--- src/rtl/grf_arb_pkg.sv ---
`default_nettype none
// ============================================================================
// Module      : grf_arb_pkg
// Description : Shared definitions for the GRF write-port arbiter: FSM state
//               encoding, B-queue depth, the hard-wired-zero register address
//               and the queued-entry record.
// Revision    : 1.0 - initial release
// ============================================================================
package grf_arb_pkg;

    // Arbiter FSM encoding
    localparam logic [0:0] c_NORM  = 1'b0;
    localparam logic [0:0] c_FORCE = 1'b1;

    // Depth of the B-request queue
    localparam int c_FIFO_DEPTH = 2;

    // Register $0 is hard-wired to zero; writes to it are dropped
    localparam logic [4:0] c_ADDR_ZERO = 5'd0;

    typedef struct packed {
        logic [4:0]  addr;
        logic [31:0] data;
        logic [31:0] pc;
    } grf_arb_entry_t;

endpackage
`default_nettype wire

--- src/rtl/grf_arb_fifo2.sv ---
`default_nettype none
// ============================================================================
// Module      : grf_arb_fifo2
// Description : Shallow shift-style queue for B write requests. Entry 0 is
//               always the head; a pop shifts everything down one slot and a
//               push lands in the first free slot after that shift, so a push
//               and a pop on the same edge keep the occupancy unchanged.
//               Pushes are ignored while full, even when popping.
// Ports       : clk, reset (sync, active-low)
//               i_push, i_din   - enqueue request and payload
//               i_pop           - dequeue the head (only when non-empty)
//               o_full, o_empty - registered occupancy flags
//               o_head          - current head entry
//               o_valid, o_addr - per-entry valid bits and address taps
// Revision    : 1.0 - initial release
// ============================================================================
module grf_arb_fifo2
    import grf_arb_pkg::*;
(
    input  logic                              clk,
    input  logic                              reset,
    input  logic                              i_push,
    input  grf_arb_entry_t                    i_din,
    input  logic                              i_pop,
    output logic                              o_full,
    output logic                              o_empty,
    output grf_arb_entry_t                    o_head,
    output logic [c_FIFO_DEPTH-1:0]           o_valid,
    output logic [c_FIFO_DEPTH-1:0][4:0]      o_addr
);

    logic [c_FIFO_DEPTH-1:0] r_valid;
    grf_arb_entry_t          r_entry     [c_FIFO_DEPTH];
    logic [c_FIFO_DEPTH-1:0] w_valid_nxt;
    grf_arb_entry_t          w_entry_nxt [c_FIFO_DEPTH];
    logic                    w_push_ok;
    logic                    w_placed;

    assign w_push_ok = i_push && !r_valid[c_FIFO_DEPTH-1];

    always_comb begin
        w_valid_nxt = r_valid;
        w_placed    = 1'b0;
        for (int i = 0; i < c_FIFO_DEPTH; i++) begin
            w_entry_nxt[i] = r_entry[i];
        end
        if (i_pop) begin
            for (int i = 0; i < c_FIFO_DEPTH - 1; i++) begin
                w_entry_nxt[i] = r_entry[i+1];
                w_valid_nxt[i] = r_valid[i+1];
            end
            w_valid_nxt[c_FIFO_DEPTH-1] = 1'b0;
        end
        if (w_push_ok) begin
            for (int i = 0; i < c_FIFO_DEPTH; i++) begin
                if (!w_placed && !w_valid_nxt[i]) begin
                    w_entry_nxt[i] = i_din;
                    w_valid_nxt[i] = 1'b1;
                    w_placed       = 1'b1;
                end
            end
        end
    end

    always_ff @(posedge clk) begin
        if (!reset) begin
            r_valid <= '0;
        end else begin
            r_valid <= w_valid_nxt;
        end
    end

    // Payload needs no reset: it is only observed through r_valid
    always_ff @(posedge clk) begin
        r_entry <= w_entry_nxt;
    end

    assign o_full  = r_valid[c_FIFO_DEPTH-1];
    assign o_empty = !r_valid[0];
    assign o_head  = r_entry[0];
    assign o_valid = r_valid;

    generate
        for (genvar gi = 0; gi < c_FIFO_DEPTH; gi++) begin : g_tap
            assign o_addr[gi] = r_entry[gi].addr;
        end
    endgenerate

endmodule
`default_nettype wire

--- src/rtl/grf_wport_arbiter.sv ---
`default_nettype none
// ============================================================================
// Module      : grf_wport_arbiter
// Description : Arbitrates the single GRF write port between the pipeline
//               writeback (A, zero latency, no backpressure) and results of
//               multi-cycle units (B, queued). A wins in NORM; a queued B head
//               that has been blocked MAX_WAIT cycles is forced through in a
//               one-cycle FORCE state that stalls the pipeline WB stage.
// Config      : GRF_ARB_HAZARD_EN - when defined, q_hazard reports whether
//               q_addr matches a pending B write; otherwise tied to 0.
// Ports       : clk, reset (sync, active-low)
//               a_we/a_addr/a_data/a_pc         - A requester
//               b_valid/b_addr/b_data/b_pc      - B requester, b_ready accept
//               writeEn/WAddr/WData/PC          - GRF write port
//               stall                           - hold WB stage this cycle
//               q_addr/q_hazard                 - pending-write hazard query
// Revision    : 1.0 - initial release
// ============================================================================
module grf_wport_arbiter
    import grf_arb_pkg::*;
#(
    parameter int MAX_WAIT = 4
) (
    input  logic        clk,
    input  logic        reset,
    input  logic        a_we,
    input  logic [4:0]  a_addr,
    input  logic [31:0] a_data,
    input  logic [31:0] a_pc,
    input  logic        b_valid,
    input  logic [4:0]  b_addr,
    input  logic [31:0] b_data,
    input  logic [31:0] b_pc,
    output logic        b_ready,
    output logic        writeEn,
    output logic [4:0]  WAddr,
    output logic [31:0] WData,
    output logic [31:0] PC,
    output logic        stall,
    input  logic [4:0]  q_addr,
    output logic        q_hazard
);

    localparam logic [3:0] c_MAX_WAIT = 4'(MAX_WAIT);

    logic [0:0]                      r_state;
    logic [0:0]                      w_state_nxt;
    logic [3:0]                      r_wait;
    logic [3:0]                      w_wait_nxt;
    logic [3:0]                      w_wait_inc;
    logic                            w_a_req;
    logic                            w_b_accept;
    logic                            w_push;
    logic                            w_grant_a;
    logic                            w_grant_b;
    logic                            w_full;
    logic                            w_empty;
    grf_arb_entry_t                  w_head;
    grf_arb_entry_t                  w_din;
    logic [c_FIFO_DEPTH-1:0]         w_valid;
    logic [c_FIFO_DEPTH-1:0][4:0]    w_addr_tap;

    // While reset is held the FIFO is being cleared, so advertise the
    // post-reset value rather than the stale full flag.
    assign b_ready    = !reset || !w_full;
    assign w_b_accept = b_valid && b_ready;
    assign w_push     = w_b_accept && (b_addr != c_ADDR_ZERO);
    assign w_a_req    = a_we && (a_addr != c_ADDR_ZERO);
    assign w_wait_inc = r_wait + 4'd1;
    assign w_din      = '{addr: b_addr, data: b_data, pc: b_pc};

    grf_arb_fifo2 u_fifo (
        .clk     (clk),
        .reset   (reset),
        .i_push  (w_push),
        .i_din   (w_din),
        .i_pop   (w_grant_b),
        .o_full  (w_full),
        .o_empty (w_empty),
        .o_head  (w_head),
        .o_valid (w_valid),
        .o_addr  (w_addr_tap)
    );

    always_ff @(posedge clk) begin
        if (!reset) begin
            r_state <= c_NORM;
            r_wait  <= 4'd0;
        end else begin
            r_state <= w_state_nxt;
            r_wait  <= w_wait_nxt;
        end
    end

    always_comb begin
        w_grant_a   = 1'b0;
        w_grant_b   = 1'b0;
        w_state_nxt = r_state;
        w_wait_nxt  = r_wait;
        if (r_state == c_FORCE) begin
            w_grant_b   = !w_empty;
            w_state_nxt = c_NORM;
            w_wait_nxt  = 4'd0;
        end else begin
            if (w_a_req) begin
                w_grant_a = 1'b1;
            end else if (!w_empty) begin
                w_grant_b = 1'b1;
            end
            if (w_empty || w_grant_b) begin
                w_wait_nxt = 4'd0;
            end else begin
                w_wait_nxt = w_wait_inc;
                // The edge that brings the counter to MAX_WAIT enters FORCE
                if (w_wait_inc == c_MAX_WAIT) begin
                    w_state_nxt = c_FORCE;
                end
            end
        end
        // Outputs and the dequeue are suppressed during the reset cycle
        if (!reset) begin
            w_grant_a = 1'b0;
            w_grant_b = 1'b0;
        end
    end

    always_comb begin
        writeEn = 1'b0;
        WAddr   = 5'd0;
        WData   = 32'd0;
        PC      = 32'd0;
        if (w_grant_a) begin
            writeEn = 1'b1;
            WAddr   = a_addr;
            WData   = a_data;
            PC      = a_pc;
        end else if (w_grant_b) begin
            writeEn = 1'b1;
            WAddr   = w_head.addr;
            WData   = w_head.data;
            PC      = w_head.pc;
        end
    end

    assign stall = reset && (r_state == c_FORCE);

`ifdef GRF_ARB_HAZARD_EN
    always_comb begin
        q_hazard = 1'b0;
        if (reset && (q_addr != c_ADDR_ZERO)) begin
            for (int i = 0; i < c_FIFO_DEPTH; i++) begin
                if (w_valid[i] && (w_addr_tap[i] == q_addr)) begin
                    q_hazard = 1'b1;
                end
            end
            if (w_b_accept && (b_addr == q_addr)) begin
                q_hazard = 1'b1;
            end
        end
    end
`else
    assign q_hazard = 1'b0;

    // Query inputs and entry taps have no consumer in this build
    logic w_unused_hazard;
    assign w_unused_hazard = ^{q_addr, w_valid, w_addr_tap};
`endif

endmodule
`default_nettype wire

--- config.mk ---
export PLATFORM = sky130hd
export DESIGN_NAME = grf_wport_arbiter
export DESIGN_NICKNAME = d
export VERILOG_FILES = /design/src/rtl/grf_arb_pkg.sv /design/src/rtl/grf_arb_fifo2.sv /design/src/rtl/grf_wport_arbiter.sv
export SDC_FILE = /design/constraint.sdc
export NUM_CORES = 1
export LEC_CHECK = 0
export CORE_MARGIN = 3
export CORE_UTILIZATION = 50
export CTS_CLUSTER_SIZE = 10
export DETAILED_ROUTE_END_ITERATION = 16
export GPL_ROUTABILITY_DRIVEN = 0
export GPL_TIMING_DRIVEN = 0
export MAX_ROUTING_LAYER = met4
export PLACE_DENSITY_LB_ADDON = 0.25
export SYNTH_ARGS = -nofsm -noshare
export SYNTH_HDL_FRONTEND = slang
export SYNTH_HIERARCHICAL = 1
export SYNTH_SLANG_ARGS = --single-unit
export TNS_END_PERCENT = 5
--- constraint.sdc ---
create_clock -name clk -period 5.9 [get_ports clk]
set_input_delay 0.59 -clock clk [delete_from_list [all_inputs] [get_ports clk]]
set_output_delay 0.59 -clock clk [all_outputs]
set_load 0.05 [all_outputs]
# Word level (Yosys, flattened, before mapping)
# Index checks and enable logic that the tools add are counted.
# classes
add_sub_neg	1
n_eq_ne	1
n_mux	26
n_bitwise	1
n_reduce_logical	17
# op_table
cell	n
69-bit 2-to-1 mux	3
138-bit 2-to-1 mux	1
32-bit 2-to-1 mux	4
1-bit 2-to-1 mux	14
5-bit 2-to-1 mux	2
5-bit nonzero test	2
1-bit logical AND	6
1-bit zero test	5
4-bit by 1-bit adder with 4-bit output (second input constant)	1
4-bit by 3-bit equality test with 1-bit output (second input constant)	1
2-bit 2-to-1 mux	2
3-bit OR reduction	1
1-bit logical OR	2
2-bit AND reduction	1
1-bit inverter	1
# word_totals
register_bits	145
output_inout_bits	73
wordCells	55

# Logic depth before layout (Yosys ltp)
# depth
word_depth	13
depth_mapped	12
depth_no_buf	6

# Modules after synthesis
# Netlist, hierarchy kept.
# by_module_without_submodules
mod	instances	cells_per_inst	area_each_um2
grf_arb_fifo2	1	384	5834.3
grf_wport_arbiter	1	393	2966.6

# Worst setup path after synthesis
# No wires, ideal clock.
# synth_timing
kind	in2reg
from	input a_we
to	register u_fifo.r_entry, in the netlist u_fifo/o_addr[5], enable pin
setup_time_ps	498
arrival_ps	4641
required_time_ps	5402
setup_slack_ps	761
stages	8
n_path_buf	3
cell_sequence	nor2b_1 buf_2 buf_2 o21ai_0 and3_1 buf_4 nand2b_2 nor2_1
# synth_via
elab_chain_len	11
# synth_rtl
element	line_no	rtl
start: declaration	grf_wport_arbiter.sv:26	input logic a_we,
1-bit logical AND *	grf_wport_arbiter.sv:68	assign w_a_req = a_we && (a_addr != c_ADDR_ZERO);
1-bit 2-to-1 mux *	grf_wport_arbiter.sv:105	if (w_a_req) begin
1-bit 2-to-1 mux * (2 in a row)	grf_wport_arbiter.sv:100	if (r_state == c_FORCE) begin
1-bit 2-to-1 mux *	grf_wport_arbiter.sv:121	if (!reset) begin
named net w_grant_b	grf_wport_arbiter.sv:55	logic w_grant_b;
2-bit 2-to-1 mux *	grf_arb_fifo2.sv:47	if (i_pop) begin
1-bit 2-to-1 mux	grf_arb_fifo2.sv:56	if (!w_placed && !w_valid_nxt[i]) begin
1-bit 2-to-1 mux	grf_arb_fifo2.sv:54	if (w_push_ok) begin
1-bit zero test	grf_arb_fifo2.sv:56	
1-bit logical AND *	grf_arb_fifo2.sv:56	
2-bit AND reduction (no line) *	-	
end signal: assignment	grf_arb_fifo2.sv:75	r_entry <= w_entry_nxt;
end: declaration	grf_arb_fifo2.sv:33	grf_arb_entry_t r_entry [c_FIFO_DEPTH];
# Mark *: on every way through the listed nets, which the timed path passes. The rest lies on a longest branch. The select of a mux whose other input is x is not followed.
# A chain may end at the register's enable or synchronous reset.

# Worst setup path in the final report
# layout_timing
from	input reset
to	output PC[24]
# layout_via
elab_chain_len	3
# layout_rtl
element	line_no	rtl
start: declaration	grf_wport_arbiter.sv:25	input logic reset,
1-bit 2-to-1 mux	grf_wport_arbiter.sv:121	
32-bit 2-to-1 mux	grf_wport_arbiter.sv:137	end else if (w_grant_b) begin
32-bit 2-to-1 mux *	grf_wport_arbiter.sv:132	if (w_grant_a) begin
end: declaration	grf_wport_arbiter.sv:38	output logic [31:0] PC,
# Mark *: on every way between the ends. The rest lies on a longest branch, timed or not.

==> flow_summary_export.csv <==
group,metric,value,unit
sta,layout_min_cycle_time,3.97,ns
setup_path,crit_arrival,3.38,ns
grt,grt_max_degree,30,
outcome,status,"finished, final reports clean",
sta,relSlewSlack,39.5,%
drt,top_layer,"met4",
drt,drc,0,
setup_path,end_kind,"output port",
cts,cts_setup_buffers,0,
drt,route.met3.wl,2080,um
sta,rsz0062_at_grt,"false",
synth,syn_nets,914,
drt,drt_iter0_drc,723,
setup_path,max_stage_delay,0.87,ns
cts,root_buffer,"clkbuf_16",
setup_path,critPathTopFamily,"buffers and inverters",
sta,fmax,252,MHz
power,p_leak,3.87,nW
sta,worstMarginPinSlew,0.900,ns
cts,cts_buffers,17,
layout,layout.nets,1147,
drt,avgRoutedWirePerCell,20.8,um
cts,clockBufferDepth,2,
cts,cts_hold_buf,0,
floorplanning,die_h,138,um
cts,cts-htree-levels,4,
sta,report.final.slew_viol_count,0,
grt,antenna_found_initial,0,
drt,final_antenna_net_count,0,
sta,hold_viol_final,0,
setup_path,cp_max_fo,10,
cts,path_clk_slew,0.06,ns
placed_design,io_buffers,212,
cts,cts_resized,0,
floorplanning,die_w,138,um
setup_path,crit_chain,"clkdlybuf4s50_1 -> buf_2 -> buf_2 -> clkbuf_1 -> o2111ai_2 -> o211ai_1 -> clkdlybuf4s50_1",
job,max-cap-violations,0,
synth,syn_inst,766,
sta,setup_tns,0,ns
setup_path,slowest_stage,"clkdlybuf4s50_1",
drt,dr.pass1.iters,6,
layout,drive_gt1_share,32.9,%
placed_design,dpl_cell_area,0.0112,sq mm
grt,grt.total_usage,26.8,%
sta,setup_viol_count_final,0,
setup_path,required,5.31,ns
power,peakVddDrop,0.194,mV
synth,synth_area,0.00872,sq mm
sta,hold_slack,0.445,ns
cts,tritoncts,"yes",
synth,synth_warnings,6,
sta,fin_crit_sh,67.2,%
layout,final_cell_area,0.0118,sq mm
floorplanning,start_util,51.8,%
grt,grt_pass1_wl,40200,um
drt,via_per_inst,6.06,
layout,area_delta_synth_final,34.8,%
cts,insertion_delay,0.42,ns
drt,met1_length,10600,um
floorplanning,core-area,0.0168,sq mm
drt,wl_met2,12300,um
layout,diodes,0,
drt,wirelength,25600,um
floorplanning,dieArea,0.0191,sq mm
synth,synth.avg_cell_area,11.4,sq um
setup_path,critPathKind,"input port to output port",
floorplanning,rows,47,
power,p_per_area,289,mW/mm^2
placed_design,hpwl,18300,um
grt,grt_pass1_vias,7417,
drt,vias,7461,
grt,grt_overflow,0,
min_path,min_path_type,"register to register",
cts,cts_sinks,145,
setup_path,critPathLaunchType,"input port",
setup_path,crit_buf_inv,5,
floorplanning,io_pins,220,
sta,fin_skew,0.00670,ns
## metal layers
metal	global-route usage, %	up-vias
met4	8.84	0
met2	42.8	399
li1	-	3448
met1	34.4	3563
met5	-	-
met3	5.25	51
## report_power, final
part / switching [mW] / internal, mW
clock network: 0.431 / 0.664
registers: 0.0646 / 1.20
logic: 0.490 / 0.539
total: 0.985 / 2.41
## state kept, by name, summed over array words and instances, names as in the netlist
register        count
r_wait              4
r_state             1
u_fifo/o_valid      2
u_fifo/o_head      64
u_fifo/r_entry     64
u_fifo/o_addr      10
## cell usage in the layout, fill, tap and decap left out, types with 8 or more instances in the layout
cell             count
clkdlybuf4s50_1    212
mux2_2             128
nand4_1            127
dfxtp_1             76
buf_4               72
edfxtp_1            69
o211ai_1            65
o2111ai_2           58
clkbuf_1            57
buf_2               22
clkbuf_16           17
mux2_4              10
buf_1                8
buf_6                8
nand2_1              8
## path summary, 6_finish.rpt
| check | startpoint | endpoint | slack, ns | cells after the start |
|---|---|---|---|---|
| max | reset | PC[24] | 1.93 | 7 |
| max reg2reg | u_fifo/o_valid[0] | u_fifo/o_head[25] | 2.52 | 9 |
| min reg2reg | r_wait[0] | r_wait[0] | 0.44 | 1 |
| min | r_wait[0] | r_wait[0] | 0.44 | 1 |
## final cells by class
type,count,area [sq um]
Sequential cell,145,3590
Inverter,6,22.5
Fill cell,1317,5070
Tap cell,220,275
Clock inverter,13,160
Multi-Input combinational cell,448,4110
Timing Repair Buffer,214,2160
Buffer,167,996
Clock buffer,18,429
## metrics by stage
step | std cells | setup WS, ns | utilization (%) | total power, mW
finish | 1231 | 1.93 | 69.9 | 3.39
global route | 1231 | 1.82 | 69.9 | 3.52
CTS | 1231 | 1.97 | 69.9 | 3.40
detailed placement | 1200 | 1.98 | 66.4 | 2.30
global placement | 1198 | -1.95 | 66.1 | 2.28
floorplan | 766 | 0.761 | - | 1.99
No activity file was read; power rests on OpenSTA's default activity.
